==> config.mk <==
export PLATFORM = sky130hd
export DESIGN_NAME = mult_div_unit_flat
export DESIGN_NICKNAME = d
export VERILOG_FILES = /design/src/rtl/mult_div_if.sv /design/src/rtl/mult_div_unit.sv /design/src/flat_wrapper.sv
export SDC_FILE = /design/constraint.sdc
export NUM_CORES = 1
export LEC_CHECK = 0
export ABC_AREA = 1
export CAP_MARGIN = 20
export CORE_UTILIZATION = 25
export CTS_CLUSTER_SIZE = 10
export DETAILED_ROUTE_END_ITERATION = 16
export HOLD_SLACK_MARGIN = 0.08
export MAX_ROUTING_LAYER = met4
export PLACE_DENSITY_LB_ADDON = 0.12
export SLEW_MARGIN = 20
export SYNTH_ARGS = -nofsm -noshare
export SYNTH_HDL_FRONTEND = slang
export SYNTH_SLANG_ARGS = --single-unit
==> constraint.sdc <==
create_clock -name clk -period 6.95 [get_ports clk]
set_input_delay 1.39 -clock clk [delete_from_list [all_inputs] [get_ports clk]]
set_output_delay 1.39 -clock clk [all_outputs]
set_load 0.01 [all_outputs]
==> src/rtl/mult_div_if.sv <==
// Request/result bundle between the datapath control and the HI/LO multiply/divide unit.
// start is a request, taken on a rising edge only while busy=0; done pulses once when hi/lo hold the result.
interface mult_div_if #(
    parameter int WIDTH = 32
);
    logic             start;
    logic [2:0]       op;
    logic [WIDTH-1:0] a;
    logic [WIDTH-1:0] b;
    logic             busy;
    logic             done;
    logic             div_zero;
    logic [WIDTH-1:0] hi;
    logic [WIDTH-1:0] lo;

    modport master (
        output start, op, a, b,
        input  busy, done, div_zero, hi, lo
    );

    modport slave (
        input  start, op, a, b,
        output busy, done, div_zero, hi, lo
    );
endinterface

==> src/rtl/mult_div_unit.sv <==
// Iterative HI/LO multiply (shift-add) / divide (restoring) unit, one iteration per cycle.
// Signed ops run on magnitudes; sign correction and the HI/LO write happen in FIX.
module mult_div_unit #(
    parameter int WIDTH = 32
) (
    input  logic       clk,
    input  logic       rst_n,
    mult_div_if.slave  bus,
    output logic [1:0] state_o
);
    typedef enum logic [1:0] {S_IDLE, S_CALC, S_FIX, S_DONE} state_t;
    localparam int CW = $clog2(WIDTH) + 1;

    state_t           state_q, state_d;
    logic [WIDTH-1:0] hi_q, hi_d, lo_q, lo_d;
    logic [WIDTH-1:0] acc_hi_q, acc_hi_d, acc_lo_q, acc_lo_d;
    logic [WIDTH-1:0] opnd_q, opnd_d, src_q, src_d;
    logic [1:0]       op_q, op_d;
    logic             neg_q, neg_d, sa_q, sa_d, bz_q, bz_d, dz_q, dz_d;
    logic [CW-1:0]    cnt_q, cnt_d;

    logic [WIDTH-1:0]   mag_a, mag_b;
    logic [WIDTH:0]     sum, shifted, trial;
    logic [2*WIDTH-1:0] prod;

    // op[0]=1 selects the unsigned variants, so magnitudes are taken only when it is clear
    assign mag_a   = (~bus.op[0] & bus.a[WIDTH-1]) ? -bus.a : bus.a;
    assign mag_b   = (~bus.op[0] & bus.b[WIDTH-1]) ? -bus.b : bus.b;
    assign sum     = {1'b0, acc_hi_q} + (acc_lo_q[0] ? {1'b0, opnd_q} : '0);
    assign shifted = {acc_hi_q, acc_lo_q[WIDTH-1]};
    assign trial   = shifted - {1'b0, opnd_q};
    assign prod    = {acc_hi_q, acc_lo_q};

    always_comb begin
        state_d  = state_q;
        hi_d     = hi_q;
        lo_d     = lo_q;
        acc_hi_d = acc_hi_q;
        acc_lo_d = acc_lo_q;
        opnd_d   = opnd_q;
        src_d    = src_q;
        op_d     = op_q;
        neg_d    = neg_q;
        sa_d     = sa_q;
        bz_d     = bz_q;
        dz_d     = dz_q;
        cnt_d    = cnt_q;
        case (state_q)
            S_IDLE, S_DONE: begin
                state_d = S_IDLE;
                if (bus.start) begin
                    if (!bus.op[2]) begin
                        op_d     = bus.op[1:0];
                        src_d    = bus.a;
                        bz_d     = (bus.b == '0);
                        neg_d    = ~bus.op[0] & (bus.a[WIDTH-1] ^ bus.b[WIDTH-1]);
                        sa_d     = ~bus.op[0] & bus.a[WIDTH-1];
                        dz_d     = 1'b0;
                        acc_hi_d = '0;
                        cnt_d    = '0;
                        // Divide shifts the dividend through acc_lo; multiply shifts the multiplier
                        acc_lo_d = bus.op[1] ? mag_a : mag_b;
                        opnd_d   = bus.op[1] ? mag_b : mag_a;
                        state_d  = S_CALC;
                    end else if (bus.op[1:0] == 2'b00) begin
                        hi_d = bus.a;
                    end else if (bus.op[1:0] == 2'b01) begin
                        lo_d = bus.a;
                    end
                end
            end
            S_CALC: begin
                cnt_d = cnt_q + 1'b1;
                if (op_q[1]) begin
                    if (!trial[WIDTH]) begin
                        acc_hi_d = trial[WIDTH-1:0];
                        acc_lo_d = {acc_lo_q[WIDTH-2:0], 1'b1};
                    end else begin
                        acc_hi_d = shifted[WIDTH-1:0];
                        acc_lo_d = {acc_lo_q[WIDTH-2:0], 1'b0};
                    end
                end else begin
                    acc_hi_d = sum[WIDTH:1];
                    acc_lo_d = {sum[0], acc_lo_q[WIDTH-1:1]};
                end
                if (cnt_q == CW'(WIDTH - 1)) state_d = S_FIX;
            end
            S_FIX: begin
                state_d = S_DONE;
                if (op_q[1]) begin
                    if (bz_q) begin
                        lo_d = '1;
                        hi_d = src_q;
                        dz_d = 1'b1;
                    end else begin
                        lo_d = neg_q ? -acc_lo_q : acc_lo_q;
                        hi_d = sa_q ? -acc_hi_q : acc_hi_q;
                    end
                end else begin
                    {hi_d, lo_d} = neg_q ? -prod : prod;
                end
            end
            default: state_d = S_IDLE;
        endcase
    end

    always_ff @(posedge clk or negedge rst_n) begin
        if (!rst_n) begin
            state_q  <= S_IDLE;
            hi_q     <= '0;
            lo_q     <= '0;
            acc_hi_q <= '0;
            acc_lo_q <= '0;
            opnd_q   <= '0;
            src_q    <= '0;
            op_q     <= '0;
            neg_q    <= 1'b0;
            sa_q     <= 1'b0;
            bz_q     <= 1'b0;
            dz_q     <= 1'b0;
            cnt_q    <= '0;
        end else begin
            state_q  <= state_d;
            hi_q     <= hi_d;
            lo_q     <= lo_d;
            acc_hi_q <= acc_hi_d;
            acc_lo_q <= acc_lo_d;
            opnd_q   <= opnd_d;
            src_q    <= src_d;
            op_q     <= op_d;
            neg_q    <= neg_d;
            sa_q     <= sa_d;
            bz_q     <= bz_d;
            dz_q     <= dz_d;
            cnt_q    <= cnt_d;
        end
    end

    assign bus.busy     = (state_q == S_CALC) || (state_q == S_FIX);
    assign bus.done     = (state_q == S_DONE);
    assign bus.div_zero = (state_q == S_DONE) && dz_q;
    assign bus.hi       = hi_q;
    assign bus.lo       = lo_q;
    assign state_o      = state_q;
endmodule
==> src/flat_wrapper.sv <==
// flat-port wrapper written by rule: the top's interface ports become plain ports
module mult_div_unit_flat 
#(
    parameter int WIDTH = 32
)
  (clk, rst_n, state_o, bus_start, bus_op, bus_a, bus_b, bus_busy, bus_done, bus_div_zero, bus_hi, bus_lo);
  mult_div_if #(.WIDTH(WIDTH)) bus_i ();
  input  logic clk;
  input  logic rst_n;
  output logic [1:0] state_o;
  input wire logic [$bits(bus_i.start)-1:0] bus_start;
  input wire logic [$bits(bus_i.op)-1:0] bus_op;
  input wire logic [$bits(bus_i.a)-1:0] bus_a;
  input wire logic [$bits(bus_i.b)-1:0] bus_b;
  output wire logic [$bits(bus_i.busy)-1:0] bus_busy;
  output wire logic [$bits(bus_i.done)-1:0] bus_done;
  output wire logic [$bits(bus_i.div_zero)-1:0] bus_div_zero;
  output wire logic [$bits(bus_i.hi)-1:0] bus_hi;
  output wire logic [$bits(bus_i.lo)-1:0] bus_lo;
  assign bus_i.start = bus_start;
  assign bus_i.op = bus_op;
  assign bus_i.a = bus_a;
  assign bus_i.b = bus_b;
  assign bus_busy = bus_i.busy;
  assign bus_done = bus_i.done;
  assign bus_div_zero = bus_i.div_zero;
  assign bus_hi = bus_i.hi;
  assign bus_lo = bus_i.lo;
  mult_div_unit #(.WIDTH(WIDTH)) u_core (.clk(clk), .rst_n(rst_n), .bus(bus_i), .state_o(state_o));
endmodule
==> flow_summary_export.csv <==
group,metric,value,unit
yosys,synth_area_leaders,"dfrtp_1, nand2_1, inv_1, nor2_1, nand3_1",
global_route,grt_pass1_wl,155000,um
yosys,ys_ff_latch,205,
place,io_buffer_count,138,
worst_setup_path,crit_arrival,4.47,ns
status,status,"completed",
yosys,synthCells,3552,
worst_setup_path,r2r-end,"u_core.acc_hi_q[27]",
place,dp_hpwl,87500,um
power_and_ir_drop,powerDensity,574,nW/um^2
power_and_ir_drop,vdd_ir_drop_max,0.223,mV
timing,fin_skew,0.0117,ns
detailed_routing,vias_per_cell,5.03,
hold_path,whs_path_depth,2,
timing,fin_ws,2.96,ns
timing,period_share,57.5,%
timing,hold_viol_final,0,
yosys,synthTopCellsByCount,"nand2_1, inv_1, nor2_1",
detailed_routing,postRouteAntennaNets,0,
global_route,antenna_found_initial,7,
finish,final_nets,3769,
cts,post_cts_buffers,0,
timing,period_needed,3.99,ns
yosys,synth_seq_area_share,25.1,%
worst_setup_path,reg2reg_slack,2.96,ns
cts,cts_buffer_depth,3,
hold_path,min_to,"u_core.bus.lo[10]",
detailed_routing,wl_per_cell,23.2,um
finish,final_util,29.5,%
detailed_routing,drt_pass1_iterations,8,
floorplan,die_h,288,um
worst_setup_path,worst_setup_path_start_kind,"flop",
finish,area_growth,16.6,%
cts,cts_resized,0,
place,dp_slack,2.59,ns
cts,clk_pin_slew,0.06,ns
cts,cts_root_buffer,"clkbuf_16",
worst_setup_path,critPathKind,"reg -> reg",
worst_setup_path,critPathMaxFanout,23,
finish,drive_above_1_share,3.84,%
cts,cts_hold_buffers,0,
place,place_congestion,0.977,
hold_path,holdCritPathClass,"reg -> reg",
global_route,grt_overflow_total,0,
power_and_ir_drop,power.leakage,12.3,nW
cts,h-tree-depth,1,
detailed_routing,routed_wl,109000,um
detailed_routing,vias,23675,
detailed_routing,drt_iter0_markers,2485,
finish,final_area,23900,sq um
worst_setup_path,reg2regPathDepth,19,
yosys,syn_avg_cell_area,5.76,sq um
timing,tns,0,ns
yosys,yosysMostFrequentCell,"nand2_1",
floorplan,pin_count,139,
global_route,grt_max_degree,141,
yosys,synthFlopType,"dfrtp_1",
yosys,synth.top_cell.area_share,25.1,%
timing,fmax,250,MHz
run,maxCapViolations,0,
timing,setup_violations,0,
floorplan,dieArea,83000,sq um
cts,cts_buffers,28,
cts,clk_latency,0.59,ns
worst_setup_path,worstPathRequired,7.43,ns
yosys,yosysUniqueCellTypes,49,
finish,fillers,9291,
yosys,ys_warn_count,0,
floorplan,rows,104,
hold_path,worstHoldStart,"u_core.bus.lo[10]",
timing,worst_slew_pin_slew,1.00,ns
global_route,first_global_vias,22010,
yosys,synth_top_area_cell,"dfrtp_1",
place,place_area,22900,sq um
timing,finalMaxSlewViolations,0,
worst_setup_path,reg2reg_from,"u_core.acc_lo_q[0]",
timing,slew_headroom,33.0,%
cts,cts_tree,"yes",
floorplan,fp.dieW,288,um
timing,grt_setup_unrepaired,"no",
yosys,synth_fp_nets,3696,
yosys,ys_async_sr_fraction,100,%
cts,clock_sinks,205,
yosys,syn_area,20500,sq um
floorplan,initial_core_util,25.3,%
yosys,synth-edff-count,0,
floorplan,fp.coreArea,80800,sq um
global_route,grt.total_usage,26.5,%
detailed_routing,drc,0,
worst_setup_path,cp-end-kind,"flop",
## how the worst max path moves through the flow
stage	startpoint	to	slack (ns)	cells after the start
after floorplan	bus_a[0]	u_core.acc_lo_q[26]	4.11	15
after global placement	bus_op[0]	u_core.bus.hi[31]	2.47	9
after detailed placement	bus_op[0]	u_core.bus.hi[31]	2.59	9
after CTS	u_core.acc_lo_q[0]	u_core.acc_hi_q[27]	3.09	19
after global routing	u_core.acc_lo_q[0]	u_core.acc_hi_q[27]	2.79	19
final	u_core.acc_lo_q[0]	u_core.acc_hi_q[27]	2.96	19
## area by class of cell
type	count	area (sq um)	area share [%]
flip-flops and latches	205	5130	21.5
repair buffers	174	1670	6.99
clock buffers	39	823	3.45
inverters	483	1810	7.60
well taps	1060	1330	5.56
clock inverters	9	120	0.503
diodes	2	5.00	0.0210
multi-input cells	2733	13000	54.4
## sequential cells by signal (all words and copies together), names as in the netlist
signal,count
u_core.acc_hi_q,32
u_core.acc_lo_q,32
u_core.bus.hi,32
u_core.bus.lo,32
u_core.opnd_q,32
u_core.src_q,32
u_core.cnt_q,6
u_core.state_o,2
u_core.bz_q,1
u_core.dz_q,1
u_core.neg_q,1
u_core.op_q,1
u_core.sa_q,1
## worst max-delay path: stages, from the launching register on
cell	delay (ns)
dfrtp_1	0.90
buf_4	0.39
nand2_1	0.08
inv_1	0.06
ha_1	0.28
inv_1	0.11
fa_1	0.44
o21ai_1	0.15
buf_4	0.17
nand2_1	0.15
nand2_1	0.13
nand2_1	0.06
nand2_1	0.18
nand2_1	0.13
nand3_1	0.10
nand2_1	0.05
nor2_1	0.31
nor2_1	0.07
nand2_1	0.07
nand2_1	0.05
## power by group
group	switching, mW	total (mW)	internal (mW)
logic	6.59	9.49	2.90
registers	0.906	2.67	1.76
clock network	0.616	1.54	0.925
total	8.11	13.7	5.58
## metrics by stage
step	hold slack, ns	instances	power, mW
floorplan	0.442	3552	8.41
detailed placement	0.468	4655	12.0
global placement	0.461	4655	12.1
CTS	0.483	4703	13.6
global route	0.491	4705	14.8
finish	0.477	4705	13.7
## layer usage
| metal | GRT usage [%] | routed length (um) |
|---|---|---|
| met2 | 39.0 | 47000 |
| met3 | 3.67 | 7470 |
| met4 | 8.25 | 3830 |
| met5 | - | 0 |
| met1 | 37.2 | 50800 |
## cell usage in the layout, fill, tap and decap left out, drive strengths merged, types with 3 or more instances in the layout
| cell | instances |
|---|---|
| nand4 | 47 |
| o221ai | 21 |
| xor2 | 54 |
| o21ai | 258 |
| dfrtp | 205 |
| bufinv | 3 |
| nand3b | 9 |
| o31ai | 4 |
| o211ai | 30 |
| clkdlybuf4s50 | 137 |
| inv | 478 |
| clkbuf | 39 |
| ha | 72 |
| o21bai | 5 |
| nor2 | 431 |
| a21oi | 223 |
| nand3 | 278 |
| nand2 | 1208 |
| nor3 | 32 |
| clkinv | 11 |
| buf | 37 |
| a22oi | 5 |
| xnor2 | 19 |
| a31oi | 15 |
| or2 | 6 |
## cell families (layout without fill, tap and decap cells)
group | count (synthesis) | count (layout) | synth area share (%)
flip-flops | 205 | 205 | 25.1
adder cells (fa/ha/maj) | 74 | 74 | 4.60
AO/OA/AOI/OAI | 571 | 571 | 15.3
AND/OR/NAND/NOR | 2015 | 2015 | 40.3
buffers and inverters | 614 | 705 | 11.6
XOR/XNOR | 73 | 73 | 3.12
other | 0 | 2 | 0
(Power assumes the default switching activity.)
